<file path="config.mk">
export PLATFORM = sky130hd
export DESIGN_NAME = currency_collector_flat
export DESIGN_NICKNAME = d
export VERILOG_FILES = /design/src/rtl/currency_collector_if.sv /design/src/rtl/currency_collector.sv /design/src/flat_wrapper.sv
export SDC_FILE = /design/constraint.sdc
export NUM_CORES = 1
export LEC_CHECK = 0
export BUFFER_PORTS_ARGS = -buffer_cell sky130_fd_sc_hd__clkbuf_2
export CORE_MARGIN = 1.5
export CORE_UTILIZATION = 35
export CTS_BUF_LIST = sky130_fd_sc_hd__clkbuf_16
export CTS_CLUSTER_DIAMETER = 120
export DETAILED_ROUTE_END_ITERATION = 12
export PLACE_DENSITY_LB_ADDON = 0.05
export SLEW_MARGIN = 20
export SYNTH_ARGS = -nofsm -noshare
export SYNTH_HDL_FRONTEND = slang
export SYNTH_SLANG_ARGS = --single-unit
export TNS_END_PERCENT = 50
</file>
<file path="constraint.sdc">
create_clock -name clk -period 3.5 [get_ports clk]
set_clock_uncertainty 0.05 [all_clocks]
set_input_delay 0.7 -clock clk [delete_from_list [all_inputs] [get_ports clk]]
set_output_delay 0.7 -clock clk [all_outputs]
set_load 0.01 [all_outputs]
</file>
<file path="src/rtl/currency_collector_if.sv">
// Bundle between the vend controller side and the currency collector.
// The "slave" modport is the collector; the "master" modport is whatever drives it.
interface currency_collector_if #(
  parameter int CREDIT_W = 8
);
  // Inputs to the collector.
  logic                cfg_mode;
  logic                selection_valid;
  logic [CREDIT_W-1:0] item_price;
  logic                coin_valid;
  logic [1:0]          coin_type;
  logic                cancel;
  logic                dispense_valid;
  logic                change_ready;
  // Outputs from the collector.
  logic                currency_avail;
  logic [CREDIT_W-1:0] credit;
  logic                coin_reject;
  logic                change_valid;
  logic [CREDIT_W-1:0] change_amount;
  logic [1:0]          state_dbg;

  // Change handshake: change_valid rises with change_amount already stable and both
  // hold unchanged until a cycle where change_ready is also high. That cycle is the
  // transfer. change_valid drops after it, and the amount is never withdrawn.
  modport master (
    output cfg_mode, selection_valid, item_price, coin_valid, coin_type,
           cancel, dispense_valid, change_ready,
    input  currency_avail, credit, coin_reject, change_valid, change_amount,
           state_dbg
  );

  modport slave (
    input  cfg_mode, selection_valid, item_price, coin_valid, coin_type,
           cancel, dispense_valid, change_ready,
    output currency_avail, credit, coin_reject, change_valid, change_amount,
           state_dbg
  );
endinterface

</file>
<file path="src/rtl/currency_collector.sv">
// Currency collector: latches price, accumulates coins, signals paid, returns change/refund.
// Optional macro ESCROW_TIMEOUT_EN adds an idle-collect timeout that refunds like cancel.
module currency_collector #(
  parameter int CREDIT_W       = 8,
  parameter int COIN0_VAL      = 5,
  parameter int COIN1_VAL      = 10,
  parameter int COIN2_VAL      = 20,
  parameter int COIN3_VAL      = 50,
  parameter int TIMEOUT_CYCLES = 1000
) (
  input  logic                 clk,
  input  logic                 rstn,
  currency_collector_if.slave  bus
);

  typedef enum logic [1:0] {
    IDLE    = 2'd0,
    COLLECT = 2'd1,
    PAID    = 2'd2,
    CHANGE  = 2'd3
  } state_t;

  state_t              state;
  logic [CREDIT_W-1:0] price_q;
  logic [CREDIT_W-1:0] credit_q;
  logic [CREDIT_W-1:0] change_q;
  logic                avail_q;
  logic                reject_q;
  logic                cvalid_q;

  logic [CREDIT_W:0]   coin_sum;
  logic                coin_fits;
  logic [CREDIT_W-1:0] collect_credit;
  logic                tmo_hit;
  logic                abort;
  logic                do_exit;
  logic [CREDIT_W-1:0] exit_amt;

  function automatic logic [CREDIT_W-1:0] coin_value(input logic [1:0] t);
    case (t)
      2'd0:    return CREDIT_W'(COIN0_VAL);
      2'd1:    return CREDIT_W'(COIN1_VAL);
      2'd2:    return CREDIT_W'(COIN2_VAL);
      default: return CREDIT_W'(COIN3_VAL);
    endcase
  endfunction

  // One extra bit so a coin that would wrap the credit register is detected and rejected.
  assign coin_sum       = {1'b0, credit_q} + {1'b0, coin_value(bus.coin_type)};
  assign coin_fits      = ~coin_sum[CREDIT_W];
  assign collect_credit = (bus.coin_valid && coin_fits) ? coin_sum[CREDIT_W-1:0] : credit_q;
  assign abort          = bus.cancel | bus.cfg_mode | tmo_hit;

`ifdef ESCROW_TIMEOUT_EN
  localparam int TW = $clog2(TIMEOUT_CYCLES + 1) + 1;
  logic [TW-1:0] tmo_cnt;

  // The timeout only fires in a cycle without a coin.
  assign tmo_hit = (state == COLLECT) && !bus.coin_valid &&
                   (tmo_cnt >= TW'(TIMEOUT_CYCLES - 1));

  always_ff @(posedge clk or negedge rstn) begin
    if (!rstn) begin
      tmo_cnt <= '0;
    end else if (state != COLLECT) begin
      tmo_cnt <= '0;
    end else if (bus.coin_valid && coin_fits && !bus.cancel && !bus.cfg_mode) begin
      tmo_cnt <= '0;
    end else if (tmo_cnt < TW'(TIMEOUT_CYCLES)) begin
      tmo_cnt <= tmo_cnt + 1'b1;
    end
  end
`else
  assign tmo_hit = 1'b0;
`endif

  // Exits that close a transaction and may produce change.
  always_comb begin
    do_exit  = 1'b0;
    exit_amt = credit_q;
    case (state)
      COLLECT: do_exit = abort;
      PAID: begin
        if (bus.dispense_valid) begin
          do_exit  = 1'b1;
          exit_amt = credit_q - price_q;
        end else if (bus.cancel || bus.cfg_mode) begin
          do_exit  = 1'b1;
        end
      end
      default: ;
    endcase
  end

  always_ff @(posedge clk or negedge rstn) begin
    if (!rstn) begin
      state    <= IDLE;
      price_q  <= '0;
      credit_q <= '0;
      change_q <= '0;
      avail_q  <= 1'b0;
      reject_q <= 1'b0;
      cvalid_q <= 1'b0;
    end else begin
      case (state)
        IDLE: begin
          credit_q <= '0;
          reject_q <= bus.coin_valid;
          if (bus.selection_valid && !bus.cfg_mode) begin
            price_q <= bus.item_price;
            state   <= COLLECT;
          end
        end
        COLLECT: begin
          if (do_exit) begin
            reject_q <= bus.coin_valid;
          end else begin
            reject_q <= bus.coin_valid && !coin_fits;
            credit_q <= collect_credit;
            if (collect_credit >= price_q) begin
              state   <= PAID;
              avail_q <= 1'b1;
            end
          end
        end
        PAID: begin
          reject_q <= bus.coin_valid;
        end
        CHANGE: begin
          reject_q <= bus.coin_valid;
          if (cvalid_q && bus.change_ready) begin
            cvalid_q <= 1'b0;
            state    <= IDLE;
          end
        end
        default: state <= IDLE;
      endcase

      // Closing a transaction overrides the per-state updates above.
      if (do_exit) begin
        avail_q  <= 1'b0;
        credit_q <= '0;
        change_q <= exit_amt;
        if (exit_amt == '0) begin
          state <= IDLE;
        end else begin
          state    <= CHANGE;
          cvalid_q <= 1'b1;
        end
      end
    end
  end

  assign bus.currency_avail = avail_q;
  assign bus.credit         = credit_q;
  assign bus.coin_reject    = reject_q;
  assign bus.change_valid   = cvalid_q;
  assign bus.change_amount  = change_q;
  assign bus.state_dbg      = state;

endmodule
</file>
<file path="src/flat_wrapper.sv">
// flat-port wrapper written by rule: the top's interface ports become plain ports
module currency_collector_flat 
#(
  parameter int CREDIT_W       = 8,
  parameter int COIN0_VAL      = 5,
  parameter int COIN1_VAL      = 10,
  parameter int COIN2_VAL      = 20,
  parameter int COIN3_VAL      = 50,
  parameter int TIMEOUT_CYCLES = 1000
)
  (clk, rstn, bus_cfg_mode, bus_selection_valid, bus_item_price, bus_coin_valid, bus_coin_type, bus_cancel, bus_dispense_valid, bus_change_ready, bus_currency_avail, bus_credit, bus_coin_reject, bus_change_valid, bus_change_amount, bus_state_dbg);
  currency_collector_if #(.CREDIT_W(CREDIT_W)) bus_i ();
  input  logic clk;
  input  logic rstn;
  input wire logic [$bits(bus_i.cfg_mode)-1:0] bus_cfg_mode;
  input wire logic [$bits(bus_i.selection_valid)-1:0] bus_selection_valid;
  input wire logic [$bits(bus_i.item_price)-1:0] bus_item_price;
  input wire logic [$bits(bus_i.coin_valid)-1:0] bus_coin_valid;
  input wire logic [$bits(bus_i.coin_type)-1:0] bus_coin_type;
  input wire logic [$bits(bus_i.cancel)-1:0] bus_cancel;
  input wire logic [$bits(bus_i.dispense_valid)-1:0] bus_dispense_valid;
  input wire logic [$bits(bus_i.change_ready)-1:0] bus_change_ready;
  output wire logic [$bits(bus_i.currency_avail)-1:0] bus_currency_avail;
  output wire logic [$bits(bus_i.credit)-1:0] bus_credit;
  output wire logic [$bits(bus_i.coin_reject)-1:0] bus_coin_reject;
  output wire logic [$bits(bus_i.change_valid)-1:0] bus_change_valid;
  output wire logic [$bits(bus_i.change_amount)-1:0] bus_change_amount;
  output wire logic [$bits(bus_i.state_dbg)-1:0] bus_state_dbg;
  assign bus_i.cfg_mode = bus_cfg_mode;
  assign bus_i.selection_valid = bus_selection_valid;
  assign bus_i.item_price = bus_item_price;
  assign bus_i.coin_valid = bus_coin_valid;
  assign bus_i.coin_type = bus_coin_type;
  assign bus_i.cancel = bus_cancel;
  assign bus_i.dispense_valid = bus_dispense_valid;
  assign bus_i.change_ready = bus_change_ready;
  assign bus_currency_avail = bus_i.currency_avail;
  assign bus_credit = bus_i.credit;
  assign bus_coin_reject = bus_i.coin_reject;
  assign bus_change_valid = bus_i.change_valid;
  assign bus_change_amount = bus_i.change_amount;
  assign bus_state_dbg = bus_i.state_dbg;
  currency_collector #(.CREDIT_W(CREDIT_W), .COIN0_VAL(COIN0_VAL), .COIN1_VAL(COIN1_VAL), .COIN2_VAL(COIN2_VAL), .COIN3_VAL(COIN3_VAL), .TIMEOUT_CYCLES(TIMEOUT_CYCLES)) u_core (.clk(clk), .rstn(rstn), .bus(bus_i));
endmodule
</file>
## Word-level counts from Yosys, hierarchy flattened

Index checks and enable logic that the tools add are counted.

- Bits of input ports: 18
- Output and inout bits: 21
- Register bits: 29
- Logic and storage cells: 61

- Muxes and demuxes: 24
- Add/subtract/negate cells: 2
- Magnitude comparators: 1
- Reductions and logical operators: 17
- Eq/ne operators: 8
- Bitwise gates (word level): 2

Operators with widths:

| kind | count |
|---|---|
| $mux W8 | 4 |
| $pmux W6 S3 | 1 |
| $pmux W8 S2 | 1 |
| $mux W1 | 10 |
| $mux W2 | 5 |
| $add A8 B6 Y9 | 1 |
| $ne A3 B1 Y1 const B | 3 |
| $ge A8 B8 Y1 | 1 |
| $logic_not A8 Y1 | 1 |
| $sub A8 B8 Y8 | 1 |
| $eq A2 B2 Y1 const B | 3 |
| $pmux W2 S3 | 1 |
| $eq A2 B1 Y1 const B | 2 |
| $logic_and A1 B1 Y1 | 4 |
| $logic_not A2 Y1 | 2 |
| $pmux W1 S2 | 2 |
| $reduce_and A2 Y1 | 2 |
| $reduce_and A4 Y1 | 1 |
| $reduce_bool A2 Y1 | 2 |
| $reduce_bool A4 Y1 | 1 |
| $reduce_bool A3 Y1 | 1 |
| $reduce_or A3 Y1 | 1 |
| $logic_not A1 Y1 | 1 |
| $logic_or A1 B1 Y1 | 1 |
| 2 further kinds | 2 |

## Logic depth before layout (Yosys ltp)

Gate-level depths: netlist of run 1.

- Depth after elaboration: 10
- Gate-level depth with buffers: 18
- Mapped depth without buffers: 17

## Worst setup path after synthesis of run 1

No wires, ideal clock.

- Path type: input to register
- Start: input port bus_coin_type[1]
- End: register u_core.state[1], in the netlist u_core.bus.state_dbg[1]
- Stages: 18
- Data arrival time: 3.473 ns
- Data required time: 3.316 ns
- Slack: -0.158 ns
- Setup time: 0.134 ns
- Path through: nor2_1 -> ha_1 -> inv_1 -> fa_1 -> nor2b_1 -> o21ai_0 -> a21boi_1 -> o41ai_2 -> buf_4 -> mux2i_1 -> ha_1 -> nand2b_1 -> a21o_1 -> a211o_1 -> a21oi_1 -> o21ai_0 -> o21ai_0 -> nand2_1

- Longest elaborated chain between the ends: 9
- Elaborated cells between the ends (all ways): 11

RTL lines:

| what | line | source |
|---|---|---|
| start, declared | flat_wrapper.sv:19 | `input wire logic [$bits(bus_i.coin_type)-1:0] bus_coin_type;` |
| $eq A2 B2 Y1 (tied with other cells) | currency_collector.sv:40 | `case (t)` |
| $pmux W6 S3 (*) | currency_collector.sv:40 |  |
| $add A8 B6 Y9 (*) | currency_collector.sv:49 | `assign coin_sum = {1'b0, credit_q} + {1'b0, coin_value(bus.coin_type)};` |
| $not A1 Y1 | currency_collector.sv:50 | `assign coin_fits = ~coin_sum[CREDIT_W];` |
| $logic_and A1 B1 Y1 | currency_collector.sv:51 | `assign collect_credit = (bus.coin_valid && coin_fits) ? coin_sum[CREDIT_W-1:0] : credit_q;` |
| $mux W8 (*) | currency_collector.sv:51 |  |
| $ge A8 B8 Y1 (*) | currency_collector.sv:120 | `if (collect_credit >= price_q) begin` |
| $ne A3 B1 Y1 (no source line) (*) | n/a |  |
| $reduce_and A4 Y1 (no source line) (*) | n/a |  |
| end signal, assigned | currency_collector.sv:121 | `state <= PAID;` |
| end signal, assigned | currency_collector.sv:133 | `state <= IDLE;` |
| end signal, assigned | currency_collector.sv:136 | `default: state <= IDLE;` |
| end, declared | currency_collector.sv:23 | `state_t state;` |

Every way passes the cells marked *; elsewhere a longest branch is shown, timed or not.
A chain may end at the register's enable or synchronous reset.

## Final worst setup path of run 1

- Start: input port bus_coin_type[0]
- End: register u_core.state[1], in the netlist u_core.bus.state_dbg[1]

The elaborated chain is that of the path after synthesis.

==> results of run 1 <==
## critical path, cell delays in order
cell and delay, ps:
buf_6 100, nor2_4 120, ha_4 150, inv_2 30
fa_2 330, nor2b_1 160, o21ai_2 90, a21boi_2 200
o41ai_4 110, mux2i_1 210, ha_1 260, nand2b_4 130
a21o_1 140, a211o_1 310, a21oi_2 190, o21ai_1 90
o21ai_1 70, nand2_1 60
## cell usage after synthesis, drive strengths merged, types with 4 or more instances
| master | instances | area [µm²] |
|---|---|---|
| dfrtp | 29 | 726 |
| ha | 26 | 325 |
| nand2 | 25 | 93.8 |
| nor2 | 25 | 93.8 |
| inv | 17 | 63.8 |
| o21ai | 15 | 75.1 |
| a21oi | 14 | 70.1 |
| mux2 | 12 | 135 |
| nand3 | 7 | 35.0 |
| o31ai | 6 | 45.0 |
| a21o | 5 | 37.5 |
| a31oi | 5 | 31.3 |
| and2 | 5 | 31.3 |
| xnor2 | 5 | 43.8 |
| a22o | 4 | 35.0 |
| buf | 4 | 26.3 |
| clkbuf | 4 | 15.0 |
| nor3 | 4 | 20.0 |
## path summary, 6_finish.rpt
kind,from,endpoint,slack [ps]
max in group asynchronous,rstn,u_core.price_q[6],2440
max reg2reg,u_core.bus.credit[0],u_core.bus.state_dbg[1],330
min reg2reg,u_core.bus.change_amount[1],u_core.bus.change_amount[1],430
min,u_core.bus.change_amount[1],u_core.bus.change_amount[1],430
max,bus_coin_type[0],u_core.bus.state_dbg[1],140
min in group asynchronous,rstn,u_core.bus.change_amount[7],450
## metrics by stage
| step | setup TNS (ps) | instance area [µm²] | utilization, % |
|---|---|---|---|
| 3_5_place_dp | -1190 | 2700 | 42.8 |
| 2_1_floorplan | -233 | 2280 | - |
| 6_report | 0 | 2960 | 46.9 |
| 4_1_cts | -2.64 | 2880 | 45.6 |
| 3_3_place_gp | -931 | 2700 | 42.8 |
| 5_1_grt | -13.0 | 2960 | 46.9 |
## registers in the layout, indices dropped and copies added (netlist names)
| signal | count |
|---|---|
| u_core.bus.change_valid | 1 |
| u_core.bus.currency_avail | 1 |
| u_core.bus.change_amount | 8 |
| u_core.bus.state_dbg | 2 |
| u_core.bus.credit | 8 |
| u_core.price_q | 8 |
| u_core.bus.coin_reject | 1 |
## power groups by stage
| stage | clock network (W) | registers (W) | logic [W] |
|---|---|---|---|
| 4_1_cts | 0.000424 | 0.000574 | 0.00153 |
| 6_report | 0.000411 | 0.000576 | 0.00158 |
| 3_5_place_dp | 0 | 0.000578 | 0.00150 |
| 3_3_place_gp | 0 | 0.000578 | 0.00151 |
| 5_1_grt | 0.000443 | 0.000593 | 0.00178 |
| 2_1_floorplan | 0 | 0.000613 | 0.00101 |
## per-layer routing
metal | global-route usage (%) | up-vias | part of all wire, %
met3 | 3.46 | 6 | 2.8
met1 | 25.0 | 890 | 51
met5 | 0 | - | 0
li1 | - | 1023 | -
met4 | 4.47 | 0 | 0.91
met2 | 28.0 | 35 | 45
## cells by family (layout without fill, tap and decap cells)
group / Yosys count / after routing / share of synthesized area [%]
and+or+nand+nor: 83 / 83 / 17.6
AOI/OAI and AO/OA: 63 / 63 / 19.5
DFF: 29 / 29 / 31.9
adders and majority gates: 28 / 28 / 16.1
buffers and inverters: 25 / 90 / 4.62
muxes: 15 / 15 / 7.26
xor gates and xnor gates: 8 / 8 / 3.08
## layout make-up
class | instances | share of cell area, %
clock buffers | 5 | 4.22
clock inverters | 3 | 0.591
inverters | 17 | 2.15
multi-input cells | 197 | 51.7
flip-flops and latches | 29 | 24.5
well taps | 77 | 3.25
repair buffers | 65 | 13.6
## repair_timing
action / in CTS / in global routing
pin swaps: 8 / 12
resized for setup: 9 / 14
buffers inserted: 1 / 2
setup endpoints to repair: 3 / 3
==> qor.txt, run 1 <==
pre-CTS setup slack = -429 ps
status = finished clean
Primary FF master, synth = dfrtp_1
worst hold path type = reg -> reg
pwr dens = 866 nW/µm²
Crit. End Element = register
CTS tree = yes
clock sink count = 29
crit start category = input port
FFs w/ async S/R, synth = 100%
hold path cells = 2
Max Cap Viol = 0
EDFF count, synth = 0
WL final = 5910 µm
area added between synthesis and finish = 30.3%
# hold bufs at CTS = 0
highest-count cells in the layout ignoring fill and taps = 37 x clkbuf_2, 29 x dfrtp_1, 26 x buf_4
Worst Hold Slack = 428 ps
Multi-input gate area = 1530 µm²
Syn Std Cell Area = 2270 µm²
sequential element share of the synthesized area = 31.9%
Slew Viols, Final = 0
Site Rows = 29
post-synthesis cell count = 251
die height = 83.6 µm
worst skew pair latency = 270 ps
switch share = 43.7%
Seq cells post-synth = 29
Pleak = 1.47 nW
Clock Power Share = 16.0%
CTS Buf Count = 5
drt first pass iters = 5
share of cells above drive strength 1 = 31.6%
FF+latch area = 726 µm²
port bufs = 38
commonest non-fill, non-tap cell in the layout = clkbuf_2
crit path DAT = 3460 ps
GPL Wtd Cong = 0.745
Vias = 1954
sequential share of power = 22.5%
Pint = 0.00145 W
post-DR wirelength/cell = 15.0 µm
Tmin final = 3360 ps
Fmax = 0.298 GHz
Psw = 0.00112 W
IO Count = 39
Logic pwr share = 61.5%
Final Cycle Share = 96.0%
YS warnings = 0
Slew headroom = 46.8%
diode count = 0
clk slew on worst S/H paths = 50 ps
Worst Reg2Reg Path Length in Cells = 16
Pwr Total = 0.00257 W
first-pass GRT wire length = 9830 µm
syn_area_per_cell = 9.06 µm²
fin worst setup slack = 139 ps
GR Overflow Total = 0
number of library cell types mapped by synthesis = 48
placed insts = 382
Clock Tree Root = clkbuf_16
Iter 0 DRT Violations = 68
Die W = 83.6 µm
crit path max fanout = 4
Mapped Nets = 297
DRC errors left = 0
largest net degree at the start of global routing = 30
Vias/cell = 4.97
initial antenna violation count = 0
vias in the first global route = 1935
Nets = 361
gr usage total = 17.8%
Hold Vio Cnt, Final = 0
Final ANT Viol Nets = 0
fillers = 639
critical path class = in -> reg
Slew @ Worst Pin = 798 ps
clk buf depth = 2
Worst VDD drop = 0.000385 V
Crit path required time = 3600 ps
Clock H-tree levels = 2
Final setup viols = 0
post-route insts no fill = 393
Initial Util = 36.0%
Die ar. = 6990 µm²
dpl hpwl = 4680 µm
Core Box Area = 6310 µm²
Note: power is estimated with default switching activity, not from simulation.
==> run 2: changes to the inputs <==
- CTS_CLUSTER_DIAMETER: 120 -> 200
- clock period: 3.5 -> 3.8 ns (I/O delays scaled with it)
==> run 2 against run 1 <==
Compared with the run above: via count grew 1.9%; register-to-register slack gained 100 ps; clock power shrank 6.8%; combinational power shrank 13%; global-route usage shrank 0.064 points; wire length grew 0.24%; count of clock-buffer cells in the layout is the same; largest cell class unchanged.
==> qor.txt, run 2 (same netlist as run 1, synthesis figures left out) <==
hold path cells = 2 (unchanged)
# hold bufs at CTS = 0 (unchanged)
share of cells above drive strength 1 = 27.9% (-3.7 points)
Pleak = 1.41 nW (-4.5%)
Clock Power Share = 16.7% (+0.7 points)
clock sink count = 29 (unchanged)
worst skew pair latency = 280 ps (about the same)
clk buf depth = 2 (unchanged)
fin worst setup slack = 150 ps (+11.6 ps)
port bufs = 38 (unchanged)
crit start category = input port
post-route insts no fill = 385 (-2.0%)
Reg2Reg Setup Slack = 430 ps (+100 ps)
pre-CTS setup slack = -175 ps (+254 ps)
Slew Viols, Final = 0 (unchanged)
CTS Buf Count = 5 (unchanged)
GPL Wtd Cong = 0.775 (+4.1%)
IO Count = 39 (unchanged)
Vias/cell = 5.17 (+4.0%)
clk slew on worst S/H paths = 50 ps (about the same)
initial antenna violation count = 0 (unchanged)
area added between synthesis and finish = 24.1%
Critical R2R Launch = u_core.bus.credit[0]
Tmin final = 3650 ps
status = finished clean
Iter 0 DRT Violations = 53 (-22%)
Core Box Area = 6310 µm² (unchanged)
Pint = 0.00128 W (-11%)
crit path max fanout = 4 (unchanged)
dpl hpwl = 4720 µm (+1.0%)
Initial Util = 36.0% (unchanged)
Crit path required time = 3900 ps (+300 ps)
most frequent cell on the critical path = o21ai_0
post-DR wirelength/cell = 15.4 µm (+2.3%)
drt first pass iters = 5 (unchanged)
Die W = 83.6 µm (unchanged)
worst-path cell chain = clkbuf_2 -> nor2_2 -> ha_2 -> inv_1 -> fa_1 -> nor2b_1 -> o21ai_1 -> a21boi_1 -> o41ai_2 -> buf_4 -> mux2i_2 -> ha_1 -> nand2b_1 -> a21o_1 -> a211o_1 -> a21oi_2 -> o21ai_0 -> o21ai_0 -> nand2_1
Slew headroom = 48.5% (+1.7 points)
Psw = 0.00102 W (-9.0%)
Die ar. = 6990 µm² (unchanged)
first-pass GRT wire length = 9740 µm (-0.84%)
WL final = 5930 µm (+0.24%)
Clock Tree Root = clkbuf_16
slowest library cell on the worst path = fa_1
Fmax = 0.274 GHz
TNS Setup = 0 ps (unchanged)
sequential share of power = 23.1% (+0.6 points)
largest net degree at the start of global routing = 30 (unchanged)
Nets = 353 (-2.2%)
Max Cap Viol = 0 (unchanged)
Worst Reg2Reg Path Length in Cells = 17 (+1)
Pwr Total = 0.00230 W (-10%)
CTS tree = yes
R2R Path End = u_core.bus.state_dbg[1]
Final setup viols = 0 (unchanged)
highest-count cells in the layout ignoring fill and taps = 38 x clkbuf_2, 29 x dfrtp_1, 25 x nand2_1, 25 x ha_1, 24 x nor2_1
crit-path max cell delay = 370 ps (+40 ps)
worst hold path type = reg -> reg
Site Rows = 29 (unchanged)
Clock H-tree levels = 2 (unchanged)
vias in the first global route = 1904 (-1.6%)
Final ANT Viol Nets = 0 (unchanged)
DRC errors left = 0 (unchanged)
critical path class = in -> reg
Vias = 1991 (+1.9%)
pwr dens = 816 nW/µm² (-5.8%)
WHS Endpoint = u_core.bus.change_amount[4]
switch share = 44.3% (+0.65 points)
GR Overflow Total = 0 (unchanged)
Worst VDD drop = 0.000357 V (-7.3%)
diode count = 0 (unchanged)
Slew @ Worst Pin = 772 ps (-26.0 ps)
Logic pwr share = 60.2% (-1.3 points)
gr usage total = 17.7% (-0.064 points)
commonest non-fill, non-tap cell in the layout = clkbuf_2
Crit. End Element = register
Final Cycle Share = 96.0%
crit path DAT = 3750 ps (+290 ps)
placed insts = 375 (-1.8%)
Worst Hold Launch = u_core.bus.change_amount[4]
Worst Hold Slack = 425 ps (-3.10 ps)
die height = 83.6 µm (unchanged)
Hold Vio Cnt, Final = 0 (unchanged)
==> run 2: changes by cell type in the layout (fill, tap and decap cells not counted), moves of 2 or more <==
cell / delta
buf_4: -7
buf_6: -2
ha_4: -2
nor2_4: -2
o21ai_0: +2
==> run 2: area by class of cell <==
type / count / area, µm²
clock buffer: 5 / 125
clock inverter: 3 / 17.5
tap: 77 / 96.3
multi-input combinational: 197 / 1460
fill: 622 / 3490
sequential: 29 / 726
timing repair buffer: 57 / 333
inverter: 17 / 63.8
==> run 2: worst max path at each step <==
stage               cells past startpoint                 endpoint              from  slack, ps
CTS                                    18  u_core.bus.state_dbg[1]  bus_coin_type[0]        120
floorplan                              18  u_core.bus.state_dbg[1]  bus_coin_type[1]         80
global route                           18  u_core.bus.state_dbg[1]  bus_coin_type[0]         -6
finish                                 19  u_core.bus.state_dbg[1]  bus_coin_type[0]        150
detailed placement                     18  u_core.bus.state_dbg[1]  bus_coin_type[0]       -180
global placement                       18  u_core.bus.state_dbg[1]  bus_coin_type[0]        -40
==> run 2: stage by stage <==
step	cell area (µm²)	utilization [%]
after global placement	2650	41.9
after detailed placement	2650	41.9
after global routing	2820	44.7
final	2820	44.7
after CTS	2790	44.2
after floorplan	2270	-
==> run 2: power by group through the flow <==
stage	Combinational [W]	Sequential (W)	Clock (W)
floorplan	0.000923	0.000565	0
global placement	0.00136	0.000537	0
detailed placement	0.00137	0.000540	0
CTS	0.00137	0.000535	0.000393
global route	0.00156	0.000550	0.000410
finish	0.00138	0.000532	0.000383
==> run 2: metal layers <==
metal,GRT usage [%],up-vias,part of all wire (%)
li1,-,1009,-
met2,27.0,38,45
met5,0,-,0
met4,5.37,0,1.3
met3,2.77,7,2.9
met1,25.8,937,51
==> run 2: timing repair <==
item / CTS / global route
gates resized for setup: 0 / 6
hold endpoints to repair: 0 / 0
buffers inserted: 0 / 2
setup endpoints to repair: 0 / 3
==> run 2: critical path: cells and delay by family <==
family | cells | cell delay [ps]
adder cells (fa/ha/maj) | 3 | 800
multiplexers | 1 | 190
buffers and inverters | 3 | 320
AND/OR/NAND/NOR | 4 | 420
AO/OA/AOI/OAI | 8 | 1250
==> run 3: changes to the inputs <==
- MAX_ROUTING_LAYER: unset -> met4
==> run 3 against run 2 <==
Compared with the run above: cell area stayed put; clock power hardly changed; die area stayed put; global-route usage is 0.50 points higher; critical endpoint unchanged; sequential share of layout area stayed put; core utilization stayed put; critical path type unchanged; first-iteration DRC count is 3.8% higher; count of clock-buffer cells in the layout stayed put; power hardly changed; sequential power hardly changed; hold slack hardly changed; largest cell class unchanged; maximum frequency hardly changed.
==> qor.txt, run 3 (same netlist as run 1, synthesis figures left out) <==
critical path class = in -> reg
largest net degree at the start of global routing = 30 (unchanged)
area added between synthesis and finish = 24.1% (unchanged)
pwr dens = 815 nW/µm² (about the same)
Slew Viols, Final = 0 (unchanged)
Crit. Startpoint = bus_coin_type[0]
Hold Vio Cnt, Final = 0 (unchanged)
Pwr Total = 0.00230 W (about the same)
diode count = 0 (unchanged)
Final ANT Viol Nets = 0 (unchanged)
Slew @ Worst Pin = 776 ps (+3.74 ps)
GPL Wtd Cong = 0.786 (+1.4%)
Fmax = 0.274 GHz (about the same)
Clock H-tree levels = 2 (unchanged)
Crit. End Element = register
Worst Hold Slack = 425 ps (-0.0280 ps)
WL final = 5910 µm (-0.25%)
Slew headroom = 48.3% (-0.25 points)
routed wl met2 = 2640 µm (about the same)
CTS tree = yes
first-pass GRT wire length = 9740 µm (unchanged)
worst skew pair latency = 280 ps (about the same)
post-DR wirelength/cell = 15.4 µm (-0.25%)
# hold bufs at CTS = 0 (unchanged)
vias in the first global route = 1906 (+0.11%)
top routing layer in use = met4
status = finished clean
switch share = 44.3% (about the same)
Reg2Reg Setup Slack = 430 ps (about the same)
pre-CTS setup slack = -175 ps (unchanged)
Crit path required time = 3890 ps (about the same)
Max Cap Viol = 0 (unchanged)
Core Box Area = 6310 µm² (unchanged)
Site Rows = 29 (unchanged)
GR Overflow Total = 0 (unchanged)
Worst VDD drop = 0.000358 V (+0.32%)
Die W = 83.6 µm (unchanged)
initial antenna violation count = 0 (unchanged)
Iter 0 DRT Violations = 55 (+3.8%)
share of cells above drive strength 1 = 27.9% (unchanged)
Pleak = 1.41 nW (unchanged)
die height = 83.6 µm (unchanged)
commonest non-fill, non-tap cell in the layout = clkbuf_2
drt first pass iters = 4 (-1)
crit path max fanout = 4 (unchanged)
dpl hpwl = 4720 µm (unchanged)
met1 WL = 3020 µm (-0.63%)
gr usage total = 18.2% (+0.50 points)
DRC errors left = 0 (unchanged)
Initial Util = 36.0% (unchanged)
Die ar. = 6990 µm² (unchanged)
Final Cycle Share = 96.1% (about the same)
TNS Setup = 0 ps (unchanged)
worst hold path type = reg -> reg
Tmin final = 3650 ps (+3.37 ps)
clock sink count = 29 (unchanged)
Pint = 0.00128 W (about the same)
Final setup viols = 0 (unchanged)
clk slew on worst S/H paths = 50 ps (about the same)
met3 WL post-DR = 182 µm (+6.4%)
Clock Power Share = 16.6% (about the same)
fillers = 622 (unchanged)
IO Count = 39 (unchanged)
crit path DAT = 3750 ps (about the same)
Critical R2R Launch = u_core.bus.credit[0]
highest-count cells in the layout ignoring fill and taps = 38 x clkbuf_2, 29 x dfrtp_1, 25 x nand2_1, 25 x ha_1, 24 x nor2_1
clk buf depth = 2 (unchanged)
Vias = 1984 (-0.35%)
fin worst setup slack = 147 ps (-3.37 ps)
CTS Buf Count = 5 (unchanged)
Psw = 0.00102 W (about the same)
Nets = 353 (unchanged)
port bufs = 38 (unchanged)
Vias/cell = 5.15 (-0.35%)
crit start category = input port
Logic pwr share = 60.3% (about the same)
Worst Hold Launch = u_core.bus.change_amount[4]
Clock Tree Root = clkbuf_16
sequential share of power = 23.1% (about the same)
==> run 3: worst paths after layout <==
| kind | endpoint | cells past startpoint |
|---|---|---|
| setup / recovery | u_core.bus.state_dbg[1] | 19 |
| hold / removal | u_core.bus.change_amount[4] | 2 |
| setup reg to reg | u_core.bus.state_dbg[1] | 17 |
| hold reg to reg | u_core.bus.change_amount[4] | 2 |
| max in group asynchronous | u_core.bus.credit[1] | 1 |
| min in group asynchronous | u_core.bus.change_amount[4] | 1 |
==> run 3: cell type report <==
class / instances / area [µm²] / area share [%]
timing repair buffer: 57 / 333 / 11.8
sequential: 29 / 726 / 25.7
inverter: 17 / 63.8 / 2.26
clock buffer: 5 / 125 / 4.44
clock inverter: 3 / 17.5 / 0.621
multi-input combinational: 197 / 1460 / 51.7
tap: 77 / 96.3 / 3.42
==> run 3: per-stage QoR <==
| step | cell area, µm² | std cells | utilization [%] |
|---|---|---|---|
| finish | 2820 | 385 | 44.7 |
| global route | 2820 | 385 | 44.7 |
| CTS | 2790 | 383 | 44.2 |
| detailed placement | 2650 | 375 | 41.9 |
| global placement | 2650 | 375 | 41.9 |
| floorplan | 2270 | 251 | - |
==> run 3: what timing repair did <==
item | CTS | global route
gates resized for setup | 0 | 6
setup endpoints to repair | 0 | 3
buffers inserted | 0 | 2
==> run 3: layer usage <==
metal	vias up	global-route usage, %
met5	-	-
met4	0	5.37
met3	6	2.67
met2	38	27.0
met1	932	25.8
li1	1008	-
==> run 3: power groups by stage <==
stage | logic, W | clock network (W) | registers [W]
floorplan | 0.000923 | 0 | 0.000565
global route | 0.00156 | 0.000410 | 0.000550
finish | 0.00139 | 0.000382 | 0.000532
CTS | 0.00137 | 0.000393 | 0.000535
detailed placement | 0.00137 | 0 | 0.000540
global placement | 0.00136 | 0 | 0.000537
==> run 3: worst max-delay path, cell delays in order <==
cell,delay [ps]
clkbuf_2,110
nor2_2,90
ha_2,180
inv_1,50
fa_1,370
nor2b_1,120
o21ai_1,80
a21boi_1,200
o41ai_2,110
buf_4,160
mux2i_2,190
ha_1,250
nand2b_1,140
a21o_1,170
a211o_1,300
a21oi_2,200
o21ai_0,110
o21ai_0,70
nand2_1,70
